$ cat src/rtl/admo_id_ex_pkg.sv
// admo_id_ex_pkg: shared widths and operand-select encodings for the ID/EX stage.
//   DATA_WIDTH     default operand/PC width
//   a_sel_e        ALU A source select (rs1 / pc / zero)
//   b_sel_e        ALU B source select (rs2 / imm)
package admo_id_ex_pkg;

    localparam int DATA_WIDTH = 32;

    typedef enum logic [1:0] {
        A_SEL_RS1  = 2'b00,
        A_SEL_PC   = 2'b01,
        A_SEL_ZERO = 2'b10
    } a_sel_e;

    typedef enum logic {
        B_SEL_RS2 = 1'b0,
        B_SEL_IMM = 1'b1
    } b_sel_e;

endpackage

$ cat src/rtl/admo_id_ex_if.sv
// admo_id_ex_if: decode-side handshake, forwarding sources and execute-side outputs of the ID/EX stage.
//   master  drives the decoded instruction, forward sources, flush and ex_ready
//   slave   the stage itself: drives id_ready, the registered ALU operands and side-band
interface admo_id_ex_if #(
    parameter int DATA_WIDTH = admo_id_ex_pkg::DATA_WIDTH,
    parameter int REG_AW     = 5,
    parameter int CNT_W      = 16
);
    logic                  id_valid;
    logic                  id_ready;
    logic [DATA_WIDTH-1:0] id_pc;
    logic [DATA_WIDTH-1:0] id_rs1_data;
    logic [DATA_WIDTH-1:0] id_rs2_data;
    logic [DATA_WIDTH-1:0] id_imm;
    logic [REG_AW-1:0]     id_rs1_addr;
    logic [REG_AW-1:0]     id_rs2_addr;
    logic [REG_AW-1:0]     id_rd_addr;
    logic [1:0]            id_a_sel;
    logic                  id_b_sel;
    logic [3:0]            id_alu_op;
    logic                  id_rd_we;
    logic                  mem_rd_we;
    logic [REG_AW-1:0]     mem_rd_addr;
    logic [DATA_WIDTH-1:0] mem_rd_data;
    logic                  wb_rd_we;
    logic [REG_AW-1:0]     wb_rd_addr;
    logic [DATA_WIDTH-1:0] wb_rd_data;
    logic                  flush;
    logic                  ex_valid;
    logic                  ex_ready;
    logic [DATA_WIDTH-1:0] alu_a;
    logic [DATA_WIDTH-1:0] alu_b;
    logic [3:0]            alu_op;
    logic [DATA_WIDTH-1:0] ex_rs2_data;
    logic [REG_AW-1:0]     ex_rd_addr;
    logic                  ex_rd_we;
    logic [CNT_W-1:0]      stall_cnt;

    modport master (
        output id_valid, id_pc, id_rs1_data, id_rs2_data, id_imm,
               id_rs1_addr, id_rs2_addr, id_rd_addr, id_a_sel, id_b_sel,
               id_alu_op, id_rd_we, mem_rd_we, mem_rd_addr, mem_rd_data,
               wb_rd_we, wb_rd_addr, wb_rd_data, flush, ex_ready,
        input  id_ready, ex_valid, alu_a, alu_b, alu_op, ex_rs2_data,
               ex_rd_addr, ex_rd_we, stall_cnt
    );

    modport slave (
        input  id_valid, id_pc, id_rs1_data, id_rs2_data, id_imm,
               id_rs1_addr, id_rs2_addr, id_rd_addr, id_a_sel, id_b_sel,
               id_alu_op, id_rd_we, mem_rd_we, mem_rd_addr, mem_rd_data,
               wb_rd_we, wb_rd_addr, wb_rd_data, flush, ex_ready,
        output id_ready, ex_valid, alu_a, alu_b, alu_op, ex_rs2_data,
               ex_rd_addr, ex_rd_we, stall_cnt
    );

endinterface

$ cat src/rtl/admo_fwd_mux.sv
// admo_fwd_mux: combinational operand forwarding for one source register.
//   addr_i                      source register index
//   rf_data_i                   register-file value from decode
//   mem_we_i/addr_i/data_i      MEM-stage writeback (highest priority)
//   wb_we_i/addr_i/data_i       WB-stage writeback
//   data_o                      forwarded operand
module admo_fwd_mux #(
    parameter int DATA_WIDTH = 32,
    parameter int REG_AW     = 5
) (
    input  logic [REG_AW-1:0]     addr_i,
    input  logic [DATA_WIDTH-1:0] rf_data_i,
    input  logic                  mem_we_i,
    input  logic [REG_AW-1:0]     mem_addr_i,
    input  logic [DATA_WIDTH-1:0] mem_data_i,
    input  logic                  wb_we_i,
    input  logic [REG_AW-1:0]     wb_addr_i,
    input  logic [DATA_WIDTH-1:0] wb_data_i,
    output logic [DATA_WIDTH-1:0] data_o
);
    logic nz;
    logic mem_hit;
    logic wb_hit;

    // x0 is hardwired, so a pending write to it must never be forwarded
    assign nz      = |addr_i;
    assign mem_hit = nz && mem_we_i && (mem_addr_i == addr_i);
    assign wb_hit  = nz && wb_we_i && (wb_addr_i == addr_i);
    assign data_o  = mem_hit ? mem_data_i : wb_hit ? wb_data_i : rf_data_i;

endmodule

$ cat src/rtl/admo_id_ex.sv
// admo_id_ex: decode-to-execute pipeline register with MEM/WB operand forwarding.
//   clk, rst   clock and synchronous active-high reset
//   bus_if     slave side of admo_id_ex_if: ID handshake and fields in, forward
//              sources and flush in, registered ALU operands/opcode, store data,
//              destination, ex_valid handshake and saturating stall counter out
module admo_id_ex #(
    parameter int DATA_WIDTH = admo_id_ex_pkg::DATA_WIDTH,
    parameter int REG_AW     = 5,
    parameter int CNT_W      = 16
) (
    input logic          clk,
    input logic          rst,
    admo_id_ex_if.slave  bus_if
);
    import admo_id_ex_pkg::*;

    logic [DATA_WIDTH-1:0] rs1_fwd;
    logic [DATA_WIDTH-1:0] rs2_fwd;
    logic [DATA_WIDTH-1:0] a_d;
    logic [DATA_WIDTH-1:0] b_d;
    logic [DATA_WIDTH-1:0] a_q;
    logic [DATA_WIDTH-1:0] b_q;
    logic [DATA_WIDTH-1:0] rs2_q;
    logic [3:0]            op_q;
    logic [REG_AW-1:0]     rd_q;
    logic                  rd_we_d;
    logic                  rd_we_q;
    logic                  valid_d;
    logic                  valid_q;
    logic [CNT_W-1:0]      cnt_d;
    logic [CNT_W-1:0]      cnt_q;
    logic                  ready;
    logic                  xfer;
    logic                  stall;

    admo_fwd_mux #(.DATA_WIDTH(DATA_WIDTH), .REG_AW(REG_AW)) u_fwd_rs1 (
        .addr_i     (bus_if.id_rs1_addr),
        .rf_data_i  (bus_if.id_rs1_data),
        .mem_we_i   (bus_if.mem_rd_we),
        .mem_addr_i (bus_if.mem_rd_addr),
        .mem_data_i (bus_if.mem_rd_data),
        .wb_we_i    (bus_if.wb_rd_we),
        .wb_addr_i  (bus_if.wb_rd_addr),
        .wb_data_i  (bus_if.wb_rd_data),
        .data_o     (rs1_fwd)
    );

    admo_fwd_mux #(.DATA_WIDTH(DATA_WIDTH), .REG_AW(REG_AW)) u_fwd_rs2 (
        .addr_i     (bus_if.id_rs2_addr),
        .rf_data_i  (bus_if.id_rs2_data),
        .mem_we_i   (bus_if.mem_rd_we),
        .mem_addr_i (bus_if.mem_rd_addr),
        .mem_data_i (bus_if.mem_rd_data),
        .wb_we_i    (bus_if.wb_rd_we),
        .wb_addr_i  (bus_if.wb_rd_addr),
        .wb_data_i  (bus_if.wb_rd_data),
        .data_o     (rs2_fwd)
    );

    always_comb begin
        // flush forces ready so the upstream drains while the incoming word is dropped
        ready   = !valid_q || bus_if.ex_ready || bus_if.flush;
        xfer    = bus_if.id_valid && ready && !bus_if.flush;
        stall   = bus_if.id_valid && !ready && !bus_if.flush;
        a_d     = (bus_if.id_a_sel == A_SEL_RS1) ? rs1_fwd :
                  (bus_if.id_a_sel == A_SEL_PC)  ? bus_if.id_pc : '0;
        b_d     = (bus_if.id_b_sel == B_SEL_IMM) ? bus_if.id_imm : rs2_fwd;
        valid_d = bus_if.flush ? 1'b0 : xfer ? 1'b1 : bus_if.ex_ready ? 1'b0 : valid_q;
        rd_we_d = bus_if.flush ? 1'b0 : xfer ? bus_if.id_rd_we : rd_we_q;
        cnt_d   = (stall && !(&cnt_q)) ? cnt_q + 1'b1 : cnt_q;
    end

    always_ff @(posedge clk) begin
        if (rst) begin
            valid_q <= 1'b0;
            rd_we_q <= 1'b0;
            cnt_q   <= '0;
            a_q     <= '0;
            b_q     <= '0;
            rs2_q   <= '0;
            op_q    <= '0;
            rd_q    <= '0;
        end else begin
            valid_q <= valid_d;
            rd_we_q <= rd_we_d;
            cnt_q   <= cnt_d;
            if (xfer) begin
                a_q   <= a_d;
                b_q   <= b_d;
                rs2_q <= rs2_fwd;
                op_q  <= bus_if.id_alu_op;
                rd_q  <= bus_if.id_rd_addr;
            end
        end
    end

    assign bus_if.id_ready    = ready;
    assign bus_if.ex_valid    = valid_q;
    assign bus_if.alu_a       = a_q;
    assign bus_if.alu_b       = b_q;
    assign bus_if.alu_op      = op_q;
    assign bus_if.ex_rs2_data = rs2_q;
    assign bus_if.ex_rd_addr  = rd_q;
    assign bus_if.ex_rd_we    = rd_we_q;
    assign bus_if.stall_cnt   = cnt_q;

endmodule
$ cat src/flat_wrapper.sv
// flat-port wrapper written by rule: the top's interface ports become plain ports
module admo_id_ex_flat import admo_id_ex_pkg::*;
#(
    parameter int DATA_WIDTH = admo_id_ex_pkg::DATA_WIDTH,
    parameter int REG_AW     = 5,
    parameter int CNT_W      = 16
)
  (clk, rst, bus_if_id_valid, bus_if_id_pc, bus_if_id_rs1_data, bus_if_id_rs2_data, bus_if_id_imm, bus_if_id_rs1_addr, bus_if_id_rs2_addr, bus_if_id_rd_addr, bus_if_id_a_sel, bus_if_id_b_sel, bus_if_id_alu_op, bus_if_id_rd_we, bus_if_mem_rd_we, bus_if_mem_rd_addr, bus_if_mem_rd_data, bus_if_wb_rd_we, bus_if_wb_rd_addr, bus_if_wb_rd_data, bus_if_flush, bus_if_ex_ready, bus_if_id_ready, bus_if_ex_valid, bus_if_alu_a, bus_if_alu_b, bus_if_alu_op, bus_if_ex_rs2_data, bus_if_ex_rd_addr, bus_if_ex_rd_we, bus_if_stall_cnt);
  admo_id_ex_if #(.DATA_WIDTH(DATA_WIDTH), .REG_AW(REG_AW), .CNT_W(CNT_W)) bus_if_i ();
  input logic clk;
  input logic rst;
  input wire logic [$bits(bus_if_i.id_valid)-1:0] bus_if_id_valid;
  input wire logic [$bits(bus_if_i.id_pc)-1:0] bus_if_id_pc;
  input wire logic [$bits(bus_if_i.id_rs1_data)-1:0] bus_if_id_rs1_data;
  input wire logic [$bits(bus_if_i.id_rs2_data)-1:0] bus_if_id_rs2_data;
  input wire logic [$bits(bus_if_i.id_imm)-1:0] bus_if_id_imm;
  input wire logic [$bits(bus_if_i.id_rs1_addr)-1:0] bus_if_id_rs1_addr;
  input wire logic [$bits(bus_if_i.id_rs2_addr)-1:0] bus_if_id_rs2_addr;
  input wire logic [$bits(bus_if_i.id_rd_addr)-1:0] bus_if_id_rd_addr;
  input wire logic [$bits(bus_if_i.id_a_sel)-1:0] bus_if_id_a_sel;
  input wire logic [$bits(bus_if_i.id_b_sel)-1:0] bus_if_id_b_sel;
  input wire logic [$bits(bus_if_i.id_alu_op)-1:0] bus_if_id_alu_op;
  input wire logic [$bits(bus_if_i.id_rd_we)-1:0] bus_if_id_rd_we;
  input wire logic [$bits(bus_if_i.mem_rd_we)-1:0] bus_if_mem_rd_we;
  input wire logic [$bits(bus_if_i.mem_rd_addr)-1:0] bus_if_mem_rd_addr;
  input wire logic [$bits(bus_if_i.mem_rd_data)-1:0] bus_if_mem_rd_data;
  input wire logic [$bits(bus_if_i.wb_rd_we)-1:0] bus_if_wb_rd_we;
  input wire logic [$bits(bus_if_i.wb_rd_addr)-1:0] bus_if_wb_rd_addr;
  input wire logic [$bits(bus_if_i.wb_rd_data)-1:0] bus_if_wb_rd_data;
  input wire logic [$bits(bus_if_i.flush)-1:0] bus_if_flush;
  input wire logic [$bits(bus_if_i.ex_ready)-1:0] bus_if_ex_ready;
  output wire logic [$bits(bus_if_i.id_ready)-1:0] bus_if_id_ready;
  output wire logic [$bits(bus_if_i.ex_valid)-1:0] bus_if_ex_valid;
  output wire logic [$bits(bus_if_i.alu_a)-1:0] bus_if_alu_a;
  output wire logic [$bits(bus_if_i.alu_b)-1:0] bus_if_alu_b;
  output wire logic [$bits(bus_if_i.alu_op)-1:0] bus_if_alu_op;
  output wire logic [$bits(bus_if_i.ex_rs2_data)-1:0] bus_if_ex_rs2_data;
  output wire logic [$bits(bus_if_i.ex_rd_addr)-1:0] bus_if_ex_rd_addr;
  output wire logic [$bits(bus_if_i.ex_rd_we)-1:0] bus_if_ex_rd_we;
  output wire logic [$bits(bus_if_i.stall_cnt)-1:0] bus_if_stall_cnt;
  assign bus_if_i.id_valid = bus_if_id_valid;
  assign bus_if_i.id_pc = bus_if_id_pc;
  assign bus_if_i.id_rs1_data = bus_if_id_rs1_data;
  assign bus_if_i.id_rs2_data = bus_if_id_rs2_data;
  assign bus_if_i.id_imm = bus_if_id_imm;
  assign bus_if_i.id_rs1_addr = bus_if_id_rs1_addr;
  assign bus_if_i.id_rs2_addr = bus_if_id_rs2_addr;
  assign bus_if_i.id_rd_addr = bus_if_id_rd_addr;
  assign bus_if_i.id_a_sel = bus_if_id_a_sel;
  assign bus_if_i.id_b_sel = bus_if_id_b_sel;
  assign bus_if_i.id_alu_op = bus_if_id_alu_op;
  assign bus_if_i.id_rd_we = bus_if_id_rd_we;
  assign bus_if_i.mem_rd_we = bus_if_mem_rd_we;
  assign bus_if_i.mem_rd_addr = bus_if_mem_rd_addr;
  assign bus_if_i.mem_rd_data = bus_if_mem_rd_data;
  assign bus_if_i.wb_rd_we = bus_if_wb_rd_we;
  assign bus_if_i.wb_rd_addr = bus_if_wb_rd_addr;
  assign bus_if_i.wb_rd_data = bus_if_wb_rd_data;
  assign bus_if_i.flush = bus_if_flush;
  assign bus_if_i.ex_ready = bus_if_ex_ready;
  assign bus_if_id_ready = bus_if_i.id_ready;
  assign bus_if_ex_valid = bus_if_i.ex_valid;
  assign bus_if_alu_a = bus_if_i.alu_a;
  assign bus_if_alu_b = bus_if_i.alu_b;
  assign bus_if_alu_op = bus_if_i.alu_op;
  assign bus_if_ex_rs2_data = bus_if_i.ex_rs2_data;
  assign bus_if_ex_rd_addr = bus_if_i.ex_rd_addr;
  assign bus_if_ex_rd_we = bus_if_i.ex_rd_we;
  assign bus_if_stall_cnt = bus_if_i.stall_cnt;
  admo_id_ex #(.DATA_WIDTH(DATA_WIDTH), .REG_AW(REG_AW), .CNT_W(CNT_W)) u_core (.clk(clk), .rst(rst), .bus_if(bus_if_i));
endmodule
$ cat config.mk
export PLATFORM = sky130hd
export DESIGN_NAME = admo_id_ex_flat
export DESIGN_NICKNAME = d
export VERILOG_FILES = /design/src/rtl/admo_id_ex_pkg.sv /design/src/rtl/admo_id_ex_if.sv /design/src/rtl/admo_fwd_mux.sv /design/src/rtl/admo_id_ex.sv /design/src/flat_wrapper.sv
export SDC_FILE = /design/constraint.sdc
export NUM_CORES = 1
export LEC_CHECK = 0
export ABC_AREA = 1
export CORE_MARGIN = 3
export CORE_UTILIZATION = 38
export CTS_CLUSTER_DIAMETER = 80
export CTS_CLUSTER_SIZE = 16
export DETAILED_ROUTE_END_ITERATION = 8
export PLACE_DENSITY = 0.76
export REMOVE_ABC_BUFFERS = 1
export SETUP_SLACK_MARGIN = 0.4
export SYNTH_ARGS = -nofsm -noshare
export SYNTH_HDL_FRONTEND = slang
export SYNTH_SLANG_ARGS = --single-unit
$ cat constraint.sdc
create_clock -name clk -period 3.6 [get_ports clk]
set_clock_uncertainty 0.15 [all_clocks]
set_input_delay 0.9 -clock clk [delete_from_list [all_inputs] [get_ports clk]]
set_output_delay 0.9 -clock clk [all_outputs]
set_load 0.01 [all_outputs]
**Word-level counts from Yosys, hierarchy flattened**

Cells that the tools add are included.

- Word-level logic and storage cells: 48
- Input port bits: 232
- Output and inout port bits: 124
- Register bits after elaboration: 123

- Multiplexer cells: 9
- Add/sub/neg operators: 1
- Reduce and logical (&&, ||, !) cells: 25
- Eq/ne operators: 5

Operator list:

| kind | number |
|---|---|
| two-way mux 32 bit | 7 |
| equality test 5 bit | 4 |
| adder 16 x 1 -> 16 bit (second input constant) | 1 |
| AND reduction 16 bit | 1 |
| logical AND 1 bit | 13 |
| OR reduction 5 bit | 2 |
| zero test 1 bit | 4 |
| equality test 2 x 1 -> 1 bit (second input constant) | 1 |
| zero test 2 bit | 1 |
| logical OR 1 bit | 2 |
| two-way mux 1 bit | 2 |
| nonzero test 2 bit | 1 |
| OR reduction 2 bit | 1 |

**Logic depth before layout (Yosys ltp)**

- Depth in word-level cells: 7
- Gate-level depth with buffers: 14
- Gate-level depth less buffers: 13

**Cells and area by module**

From an unflattened synthesis, not the netlist that was laid out.

- Cell total of the unflattened synthesis: 1309
- Area total of the unflattened synthesis: 7893.8 um2

Modules (own cells, without submodules):

| module | area each (um2) | cells an instance | sequential area each (um2) | times used |
|---|---|---|---|---|
| admo_id_ex | 5358.9 | 735 | 2462.4 | 1 |
| admo_fwd_mux | 1267.5 | 287 | 0.0 | 2 |

**Worst setup path before layout**

No wires, ideal clock.

- Kind: input-to-output
- Start: input bus_if_ex_ready
- End: output bus_if_id_ready
- Stages: 3
- Data required time: 2.550 ns
- Setup slack: 1.270 ns
- Buffers on the path: 0
- Arrival time: 1.280 ns
- Cell sequence: or2_1 inv_2 nand2_1

- Longest elaborated chain between the ends: 2

Ends and longest elaborated chain:

| element | RTL line | text |
|---|---|---|
| start, declared | flat_wrapper.sv:31 | `input wire logic [$bits(bus_if_i.ex_ready)-1:0] bus_if_ex_ready;` |
| logical OR 1 bit (2 in a row) | admo_id_ex.sv:62 | `ready = !valid_q \|\| bus_if.ex_ready \|\| bus_if.flush;` |
| end, declared | flat_wrapper.sv:32 | `output wire logic [$bits(bus_if_i.id_ready)-1:0] bus_if_id_ready;` |

No other way between the ends.

**Worst setup path in the final report**

Ends and elaborated chain as after synthesis.

==> impl_metrics.yaml <==
logic_synthesis:
  yosysUniqueCellTypes: 33
  muxShareOfSynthArea: 0
  yosys.area.top_type: "dfxtp_1"
  seq_area_frac_synth: 0.336
  ys.flop_type: "dfxtp_1"
  synthAdderAreaFrac: 0.00171
  synth_edf_count: 0
  synthArstFlopShare: 0
  yosys.area_share.simple: 0.357
  avgSynthCellArea_sq_um: 6.12
  synth_cells: 1196
  synth_top_area_share: 0.336
  ys_ff_latch: 123
  syn-cell-area_sq_um: 7320
  ys_warn_count: 0
  synthTopCellsByArea: "dfxtp_1, nand3_1, nand2_1"
  yosys.area_share.xor_xnor: 0.00957
  synth_top_family_by_area: "simple AND/OR/NAND/NOR gates"
  synth_compound_area_frac: 0.182
cells_and_area:
  nets: 1741
  drive_gt1_frac: 0.0546
  final_cell_mix: "clkdlybuf4s50_1, nand2_1, nand3_1"
  fin_util: 0.622
  syn2layout_area_growth_pct: 59.9
  layout_commonest_cell: "clkdlybuf4s50_1"
floorplan:
  initial_core_util: 0.389
  fp.dieH_microns: 145
  die_x_microns: 145
  die-area_sq_um: 21000
  fp.coreArea_sq_um: 18800
  ios: 356
  num_rows: 50
grt:
  gr-usage-all-layers: 0.301
  grt_max_degree: 139
  antenna_found_initial: 2
  grt_pass1_vias: 8995
  globalRouteOverflowTotal: 0
  grt_pass1_wl_microns: 48800
critical_path:
  reg2reg_from: "u_core.bus_if.stall_cnt[0]"
  cp-startpoint: "bus_if_ex_ready"
  path_class: "in -> out"
  worst_ep_required_time_ns: 2.55
  cp_max_fo: 2
  worst_setup_path_end_kind: "output pin"
  crit_arrival_ns: 1.97
  start_kind: "input port"
run:
  max-cap-violations: 0
cts:
  cts_root_buf: "clkbuf_16"
  numCtsBuffers: 17
  path_clk_slew_ns: 0.05
  tritoncts: "done"
  h-tree-depth: 4
  clock-sinks: 123
  hold_buffers: 0
  cts_max_path_buffers: 2
  clock_latency_ns: 0.42
place:
  io_buffer_count: 355
  hpwl_microns: 23300
  place.gp.congestion: 0.931
timing:
  fmax_ghz: 0.331
  fin_setup_tns_ns: 0
  min_period_ns: 3.02
  tightest_slew_ns: 0.870
  drv_slew: 0
  finalHoldViolations: 0
  setup_violations: 0
  slew_headroom: 0.420
  rsz0062_at_grt: "no"
  fin_crit_sh: 0.839
outcome:
  status: "finished clean"
power:
  cellPowerDensity_nw_per_um2: 375
  max-vdd-ir-drop_uv: 318
  p_leak_nw: 5.11
hold_path:
  hp-start: "u_core.bus_if.stall_cnt[15]"
  hp-class: "reg -> reg"
drt:
  firstDrtPassIters: 6
  avgViaCountPerCell: 5.30
  remaining_drc_errors: 0
  drt_iter0_drc: 660
  vias: 9458
  wirelength_microns: 33000
  avgRoutedWirePerCell_microns: 18.5
  ant_nets: 0
[through the flow]
stage                     total power, mW  cells  setup WS [ns]  hold WS, ns  area (sq um)
after detailed placement             2.47   1749          0.378        0.332         11000
after CTS                            4.41   1781          0.576        0.341         11700
after floorplan                      1.87   1110          -3.80        0.346          6900
final                                4.39   1783          0.580        0.349         11700
after global placement               2.46   1749          0.394        0.317         11000
after global routing                 4.56   1783          0.541        0.372         11700
[layout make-up]
cell class / instances / area, sq um
Fill cell: 1791 / 7120
Multi-Input combinational cell: 877 / 4060
Timing Repair Buffer: 379 / 3780
Sequential cell: 123 / 2460
Clock buffer: 18 / 439
Inverter: 110 / 413
Tap cell: 260 / 325
Clock inverter: 14 / 218
Antenna cell: 2 / 5.00
[logic make-up (layout without fill, tap and decap cells)]
kind of cell | count (synthesis) | count (layout)
AND/OR/NAND/NOR | 603 | 603
AO/OA/AOI/OAI | 265 | 265
buffers and inverters | 196 | 521
flip-flops | 123 | 123
XOR/XNOR | 8 | 8
adder cells (fa/ha/maj) | 1 | 1
other | 0 | 2
[state kept, by name, summed over array words and instances (netlist names)]
signal	cells
u_core.bus_if.alu_b	32
u_core.bus_if.ex_valid	1
u_core.bus_if.alu_a	32
u_core.bus_if.alu_op	4
u_core.bus_if.ex_rd_addr	5
u_core.bus_if.ex_rs2_data	32
u_core.bus_if.ex_rd_we	1
u_core.bus_if.stall_cnt	16
[power by group]
part / internal [mW] / leakage, nW / switching, mW / total (mW)
logic: 0.493 / 3.77 / 0.477 / 0.970
registers: 1.44 / 1.01 / 0.0435 / 1.49
clock network: 1.25 / 0.324 / 0.685 / 1.94
[repair_timing]
item | in CTS | in global routing
setup endpoints to repair | 1 | 0
resized for setup | 1 | 0
buffers inserted | 0 | 0
endpoints found under the hold margin | 0 | 0
[Yosys cell counts (all sizes together) (3+ instances only)]
cell type	instances
nand2	267
nand3	207
a21oi	174
dfxtp	123
nor2	112
inv	110
o21ai	88
buf	53
clkbuf	33
xor2	7
nor3	6
nand4	3
[path summary, 6_finish.rpt]
check / endpoint / slack (ns) / cells after the start
setup / recovery: bus_if_id_ready / 0.58 / 5
hold / removal: u_core.bus_if.stall_cnt[15] / 0.35 / 2
setup reg to reg: u_core.bus_if.stall_cnt[6] / 1.50 / 9
hold reg to reg: u_core.bus_if.stall_cnt[15] / 0.35 / 2
[worst max-delay path, cell delays in order]
cell and delay, ns:
clkdlybuf4s50_1 0.39, or2_1 0.25, inv_2 0.09, nand2_1 0.06, dlygate4sd2_1 0.28
[routing by layer]
layer  global-route usage  up-vias  wire length (microns)
li1                     -     4554                      -
met1                0.352     4259                  12500
met2                0.513      556                  15700
met3               0.0930       89                   3570
met4                0.124        0                   1210
met5                    0        -                      0
Power figures use the tool's default switching activity.
